[src/rtl/uart_pkg.sv]
// uart_pkg: definitions shared by the parametrised UART transmitter.
//   state_t            - transmitter FSM encoding
//   PAR_NONE/ODD/EVEN  - values accepted by the PARITY parameter
//   CLKS_PER_BIT_9600  - bit period at 100 MHz for 9600 baud
package uart_pkg;

    typedef enum logic [2:0] {
        IDLE,
        START,
        DATA,
        PAR,
        STOP
    } state_t;

    localparam int PAR_NONE = 0;
    localparam int PAR_ODD  = 1;
    localparam int PAR_EVEN = 2;

    localparam int CLKS_PER_BIT_9600 = 10417;

endpackage

[src/rtl/uart_tx_fifo.sv]
// uart_tx_fifo: synchronous FIFO holding words waiting to be transmitted.
//   clk, rst   - clock, synchronous active-high reset
//   push       - write wr_data (ignored while full)
//   wr_data    - word to store
//   pop        - advance the read pointer (ignored while empty)
//   rd_data    - word at the head, valid whenever empty is low
//   full/empty - occupancy flags
//   count      - number of stored words
module uart_tx_fifo #(
    parameter int WIDTH = 8,
    parameter int DEPTH = 4,
    localparam int AW = $clog2(DEPTH)
) (
    input  logic             clk,
    input  logic             rst,
    input  logic             push,
    input  logic [WIDTH-1:0] wr_data,
    input  logic             pop,
    output logic [WIDTH-1:0] rd_data,
    output logic             full,
    output logic             empty,
    output logic [AW:0]      count
);

    localparam logic [AW:0] FULL_CNT = (AW+1)'(DEPTH);

    logic [WIDTH-1:0] mem [DEPTH];
    logic [AW-1:0]    wr_ptr;
    logic [AW-1:0]    rd_ptr;
    logic             do_push;
    logic             do_pop;

    // Full is judged on the registered count only, so a pop in the same
    // cycle never makes room for a push.
    assign do_push = push && !full;
    assign do_pop  = pop && !empty;

    always_ff @(posedge clk) begin
        if (rst) begin
            wr_ptr <= '0;
            rd_ptr <= '0;
            count  <= '0;
        end else begin
            if (do_push) begin
                mem[wr_ptr] <= wr_data;
                wr_ptr      <= wr_ptr + AW'(1);
            end
            if (do_pop) begin
                rd_ptr <= rd_ptr + AW'(1);
            end
            case ({do_push, do_pop})
                2'b10:   count <= count + 1'b1;
                2'b01:   count <= count - 1'b1;
                default: count <= count;
            endcase
        end
    end

    assign rd_data = mem[rd_ptr];
    assign full    = (count == FULL_CNT);
    assign empty   = (count == '0);

endmodule

[src/rtl/uart_tx_param.sv]
// uart_tx_param: UART transmitter with compile-time data width, parity mode
// and stop-bit count, fed through a small FIFO.
//   clk, rst      - clock, synchronous active-high reset
//   i_valid       - write request, accepted when o_ready is high
//   i_data_in     - data word, bit 0 sent first
//   o_ready       - FIFO not full
//   o_tx_serial   - serial line, idles high
//   o_busy        - a frame is in progress
//   o_tx_done     - one-cycle pulse after each frame
//   o_fifo_count  - words waiting in the FIFO
//
// state | meaning
// IDLE  | line high, waiting for a queued word
// START | start bit (0), one bit time
// DATA  | DATA_BITS data bits, LSB first
// PAR   | parity bit, only when PARITY is not PAR_NONE
// STOP  | STOP_BITS stop bits (1); a queued word restarts at START directly
module uart_tx_param
    import uart_pkg::*;
#(
    parameter int CLKS_PER_BIT = CLKS_PER_BIT_9600,
    parameter int DATA_BITS    = 8,
    parameter int PARITY       = PAR_NONE,
    parameter int STOP_BITS    = 1,
    parameter int FIFO_DEPTH   = 4,
    localparam int CW = $clog2(FIFO_DEPTH) + 1
) (
    input  logic                 clk,
    input  logic                 rst,
    input  logic                 i_valid,
    input  logic [DATA_BITS-1:0] i_data_in,
    output logic                 o_ready,
    output logic                 o_tx_serial,
    output logic                 o_busy,
    output logic                 o_tx_done,
    output logic [CW-1:0]        o_fifo_count
);

    if (CLKS_PER_BIT < 2) begin : g_bad_clks
        $fatal(1, "uart_tx_param: CLKS_PER_BIT must be >= 2");
    end
    if (DATA_BITS < 5 || DATA_BITS > 9) begin : g_bad_data
        $fatal(1, "uart_tx_param: DATA_BITS must be 5..9");
    end
    if (PARITY < PAR_NONE || PARITY > PAR_EVEN) begin : g_bad_parity
        $fatal(1, "uart_tx_param: PARITY must be 0, 1 or 2");
    end
    if (STOP_BITS < 1 || STOP_BITS > 2) begin : g_bad_stop
        $fatal(1, "uart_tx_param: STOP_BITS must be 1 or 2");
    end
    if (FIFO_DEPTH < 2 || (FIFO_DEPTH & (FIFO_DEPTH - 1)) != 0) begin : g_bad_depth
        $fatal(1, "uart_tx_param: FIFO_DEPTH must be a power of 2 and >= 2");
    end

    localparam int CNT_W = $clog2(CLKS_PER_BIT);
    localparam int IDX_W = $clog2(DATA_BITS);
    localparam logic [CNT_W-1:0] CLK_LAST  = CNT_W'(CLKS_PER_BIT - 1);
    localparam logic [IDX_W-1:0] BIT_LAST  = IDX_W'(DATA_BITS - 1);
    localparam logic             STOP_LAST = (STOP_BITS == 2);

    state_t               state;
    logic [CNT_W-1:0]     clk_cnt;
    logic [IDX_W-1:0]     bit_idx;
    logic                 stop_idx;
    logic [DATA_BITS-1:0] shift;
    logic                 par_bit;

    logic [DATA_BITS-1:0] fifo_rd_data;
    logic                 fifo_full;
    logic                 fifo_empty;
    logic                 bit_end;
    logic                 frame_end;
    logic                 pop;
    logic                 load_par;
    logic                 line_bit;

    uart_tx_fifo #(
        .WIDTH (DATA_BITS),
        .DEPTH (FIFO_DEPTH)
    ) u_fifo (
        .clk     (clk),
        .rst     (rst),
        .push    (i_valid),
        .wr_data (i_data_in),
        .pop     (pop),
        .rd_data (fifo_rd_data),
        .full    (fifo_full),
        .empty   (fifo_empty),
        .count   (o_fifo_count)
    );

    assign o_ready   = !fifo_full;
    assign bit_end   = (clk_cnt == CLK_LAST);
    assign frame_end = (state == STOP) && bit_end && (stop_idx == STOP_LAST);
    assign pop       = !fifo_empty && ((state == IDLE) || frame_end);

    // Parity is fixed when the word is loaded, before the shift register
    // consumes the data.
    assign load_par = (PARITY == PAR_ODD) ? ~^fifo_rd_data : ^fifo_rd_data;

    always_comb begin
        line_bit = 1'b1;
        case (state)
            START:   line_bit = 1'b0;
            DATA:    line_bit = shift[0];
            PAR:     line_bit = par_bit;
            default: line_bit = 1'b1;
        endcase
    end

    always_ff @(posedge clk) begin
        if (rst) begin
            state       <= IDLE;
            clk_cnt     <= '0;
            bit_idx     <= '0;
            stop_idx    <= 1'b0;
            shift       <= '0;
            par_bit     <= 1'b0;
            o_tx_serial <= 1'b1;
            o_busy      <= 1'b0;
            o_tx_done   <= 1'b0;
        end else begin
            // The line follows the state one cycle later, keeping the pin
            // free of any path from the inputs.
            o_tx_serial <= line_bit;
            o_tx_done   <= 1'b0;
            case (state)
                IDLE: begin
                    clk_cnt <= '0;
                    if (pop) begin
                        shift   <= fifo_rd_data;
                        par_bit <= load_par;
                        o_busy  <= 1'b1;
                        state   <= START;
                    end
                end
                START: begin
                    if (bit_end) begin
                        clk_cnt <= '0;
                        bit_idx <= '0;
                        state   <= DATA;
                    end else begin
                        clk_cnt <= clk_cnt + 1'b1;
                    end
                end
                DATA: begin
                    if (bit_end) begin
                        clk_cnt <= '0;
                        shift   <= shift >> 1;
                        if (bit_idx == BIT_LAST) begin
                            stop_idx <= 1'b0;
                            state    <= (PARITY != PAR_NONE) ? PAR : STOP;
                        end else begin
                            bit_idx <= bit_idx + 1'b1;
                        end
                    end else begin
                        clk_cnt <= clk_cnt + 1'b1;
                    end
                end
                PAR: begin
                    if (bit_end) begin
                        clk_cnt  <= '0;
                        stop_idx <= 1'b0;
                        state    <= STOP;
                    end else begin
                        clk_cnt <= clk_cnt + 1'b1;
                    end
                end
                STOP: begin
                    if (bit_end) begin
                        clk_cnt <= '0;
                        if (stop_idx == STOP_LAST) begin
                            o_tx_done <= 1'b1;
                            stop_idx  <= 1'b0;
                            if (pop) begin
                                shift   <= fifo_rd_data;
                                par_bit <= load_par;
                                state   <= START;
                            end else begin
                                o_busy <= 1'b0;
                                state  <= IDLE;
                            end
                        end else begin
                            stop_idx <= 1'b1;
                        end
                    end else begin
                        clk_cnt <= clk_cnt + 1'b1;
                    end
                end
                default: begin
                    o_busy <= 1'b0;
                    state  <= IDLE;
                end
            endcase
        end
    end

endmodule
[config.mk]
export PLATFORM = sky130hd
export DESIGN_NAME = uart_tx_param
export DESIGN_NICKNAME = d
export VERILOG_FILES = /design/src/rtl/uart_pkg.sv /design/src/rtl/uart_tx_fifo.sv /design/src/rtl/uart_tx_param.sv
export SDC_FILE = /design/constraint.sdc
export NUM_CORES = 1
export LEC_CHECK = 0
export ABC_CLOCK_PERIOD_IN_PS = 3450
export CELL_PAD_IN_SITES_DETAIL_PLACEMENT = 0
export CELL_PAD_IN_SITES_GLOBAL_PLACEMENT = 1
export CORE_MARGIN = 1.5
export CORE_UTILIZATION = 50
export CTS_BUF_LIST = sky130_fd_sc_hd__clkbuf_4 sky130_fd_sc_hd__clkbuf_8
export DETAILED_ROUTE_END_ITERATION = 6
export GPL_ROUTABILITY_DRIVEN = 0
export PLACE_DENSITY_LB_ADDON = 0.1
export SYNTH_ARGS = -nofsm -noshare
export SYNTH_HDL_FRONTEND = slang
export SYNTH_SLANG_ARGS = --single-unit
[constraint.sdc]
create_clock -name clk -period 3.45 [get_ports clk]
set_input_delay 0.69 -clock clk [delete_from_list [all_inputs] [get_ports clk]]
set_output_delay 0.69 -clock clk [all_outputs]
set_load 0.01 [all_outputs]
==> qor.yml <==
setup_viol: 0
reg2reg_to: "u_fifo.count[2]"
insertion_delay_ps: 340
tightest_slew_ps: 817
core_sq_um: 6390
drtPass1Iterations: 4
rows: 29
synth_cell_types: 48
async_flop_share_pct: 0
critPathRequiredTime_ps: 3730
power.density_nw_per_um2: 679
placed_cells: 375
clk_pin_slew_ps: 80
io_buffers: 17
multi_input_area_sq_um: 1400
fmax_ghz: 0.328
period_needed_ps: 3050
cp_max_fo: 5
synth_seq_cells: 73
drtIter0Drc: 79
final_cells: 391
postCtsSetupRepairBufs: 0
clock_sinks: 73
grt_use_total_pct: 17.9
yosys_warnings: 0
insertedDiodeCount: 0
die_h_microns: 84.5
final_common_cell: "dfxtp_1"
syn_inst: 289
grt-ovfl-total: 0
syn_area_sq_um: 3320
cts_tree: "yes"
crit_path_start_kind: "flop"
drive_above_1_share_pct: 12.4
fin_nets: 330
status: "finished clean"
worstHoldStart: "bit_idx[2]"
whs_endpoint: "bit_idx[2]"
grt_pass1_vias: 2040
r2r_setup_slack_ps: 400
cts-htree-levels: 3
arrival_ps: 3330
synth_edf_count: 32
cts-hold-fix-buffers: 0
max_slew_margin_pct: 45.1
cts_buffers: 9
areaGrowthSynthToFinish_pct: 11.7
seq_area_sq_um: 1780
cts_resized: 0
vias: 2196
final_cell_mix: "dfxtp_1, edfxtp_1, nor2_1, nand2_1, a21oi_1"
grt_max_degree: 38
post-route-util_pct: 58.1
grt_first_pass_wirelength_microns: 9990
worst_setup_path_end_kind: "flop"
cap_violations: 0
rr_worst_depth: 9
period_share_pct: 88.3
final_hold_viol_count: 0
dpl-instance-area_sq_um: 3530
yosysSeqAreaShare_pct: 53.7
wl_microns: 5820
ys.flop_type: "dfxtp_1"
r2r_start: "clk_cnt[8]"
die_w_microns: 84.5
nFillCells: 550
syn_avg_cell_area_sq_um: 11.5
holdPathStages: 2
setup_tns_ps: 0
syn-num-nets: 310
drv_slew: 0
avgRoutedWirePerCell_microns: 14.9
clockRootBuffer: "clkbuf_8"
fin_worst_skew_ps: 7.45
drc: 0
p_leak_nw: 1.22
drtAntennaViolNets: 0
antenna_found_initial: 0
ir_drop_uv: 403
critical_path_class: "flop to flop"
rsz0062_at_grt: "no"
min_path_type: "flop to flop"
io_pins: 18
cts_buffer_depth: 2
dp_hpwl_microns: 4040
die_area_sq_um: 7140
start_util_pct: 52.0
fin_area_sq_um: 3710
avgViaCountPerCell: 5.62
worst max path at each step:
stage	depth (start not counted)	slack (ps)	startpoint	end
2_1_floorplan	9	600	clk_cnt[8]	u_fifo.count[2]
3_3_place_gp	9	510	clk_cnt[8]	u_fifo.count[2]
3_5_place_dp	9	430	clk_cnt[8]	u_fifo.count[2]
4_1_cts	9	400	clk_cnt[8]	u_fifo.count[2]
5_1_grt	9	230	clk_cnt[8]	u_fifo.count[2]
6_report	9	400	clk_cnt[8]	u_fifo.count[2]
critical path, stage by stage, from the launching register on:
cell and delay (ps):
dfxtp_1 350, or4_4 560, or4_4 540, a21boi_4 260
ha_1 230, inv_1 60, fa_1 380, xor2_1 150
or3_1 310, a21oi_1 140
area by class of cell:
cell class              count  share of cell area (%)
flip-flops and latches     73                    48.0
multi-input cells         192                    37.8
repair buffers             22                    5.60
clock buffers               9                    3.34
well taps                  77                    2.60
clock inverters             7                    1.52
inverters                  11                    1.11
cells in the mapped netlist, types with 2 or more instances:
library cell	n	share of area, %
buf_2	2	0.30
nand2_1	20	2.3
and3_1	3	0.57
a22oi_1	3	0.68
ha_1	9	3.4
or4_4	2	0.68
nand3b_1	4	0.90
xnor2_1	9	2.4
a21oi_1	18	2.7
mux2i_1	7	2.1
o21ai_0	4	0.60
buf_6	2	0.68
and2_1	5	0.94
nor3_1	7	1.1
dfxtp_1	41	25
nand3_1	10	1.5
o31ai_1	3	0.68
clkbuf_1	3	0.34
a41oi_1	2	0.53
or2_2	3	0.57
a211oi_1	14	3.2
mux4_2	8	5.4
nor3b_1	2	0.45
nor2_1	31	3.5
nand4_1	4	0.75
edfxtp_1	32	29
buf_1	2	0.23
xor2_1	6	1.6
inv_1	11	1.2
or3_1	2	0.38
clkbuf_8	3	1.2
sequential cells by signal, indices dropped and copies added (netlist names), named ones only:
| signal | cells |
|---|---|
| par_bit | 1 |
| o_tx_done | 1 |
| u_fifo.count | 3 |
| shift | 8 |
| u_fifo.mem | 32 |
| u_fifo.rd_ptr | 2 |
| clk_cnt | 14 |
| o_tx_serial | 1 |
| bit_idx | 3 |
| u_fifo.wr_ptr | 2 |
| o_busy | 1 |
| state | 3 |
where the power goes:
part           total, mW  internal [mW]  switching, mW
Sequential          1.12           1.02          0.103
Clock              0.599          0.266          0.333
Combinational      0.800          0.396          0.403
Total               2.52           1.68          0.839
metal layers:
metal / GRT usage [%] / wire length, microns / part of all wire, %
met3: 5.90 / 185 / 3.2
met5: 0 / 0 / 0
met1: 25.9 / 3030 / 52
met2: 25.7 / 2520 / 43
met4: 5.72 / 78 / 1.3
metrics by stage:
step           power (mW)  setup slack, ps  hold slack, ps
3_5_place_dp         1.95              427             452
4_1_cts              2.55              397             463
3_3_place_gp         1.93              507             441
6_report             2.52              404             459
5_1_grt              2.69              226             494
2_1_floorplan        1.75              599             436
cell families after synthesis:
family	count (synthesis)	synth area share, %
XOR/XNOR	15	3.96
flip-flops	73	53.7
AND/OR/NAND/NOR	99	15.4
adder cells (fa/ha/maj)	10	3.99
buffers and inverters	24	4.26
multiplexers	15	7.54
AO/OA/AOI/OAI	53	11.2
Note: power is estimated with default switching activity, not from simulation.
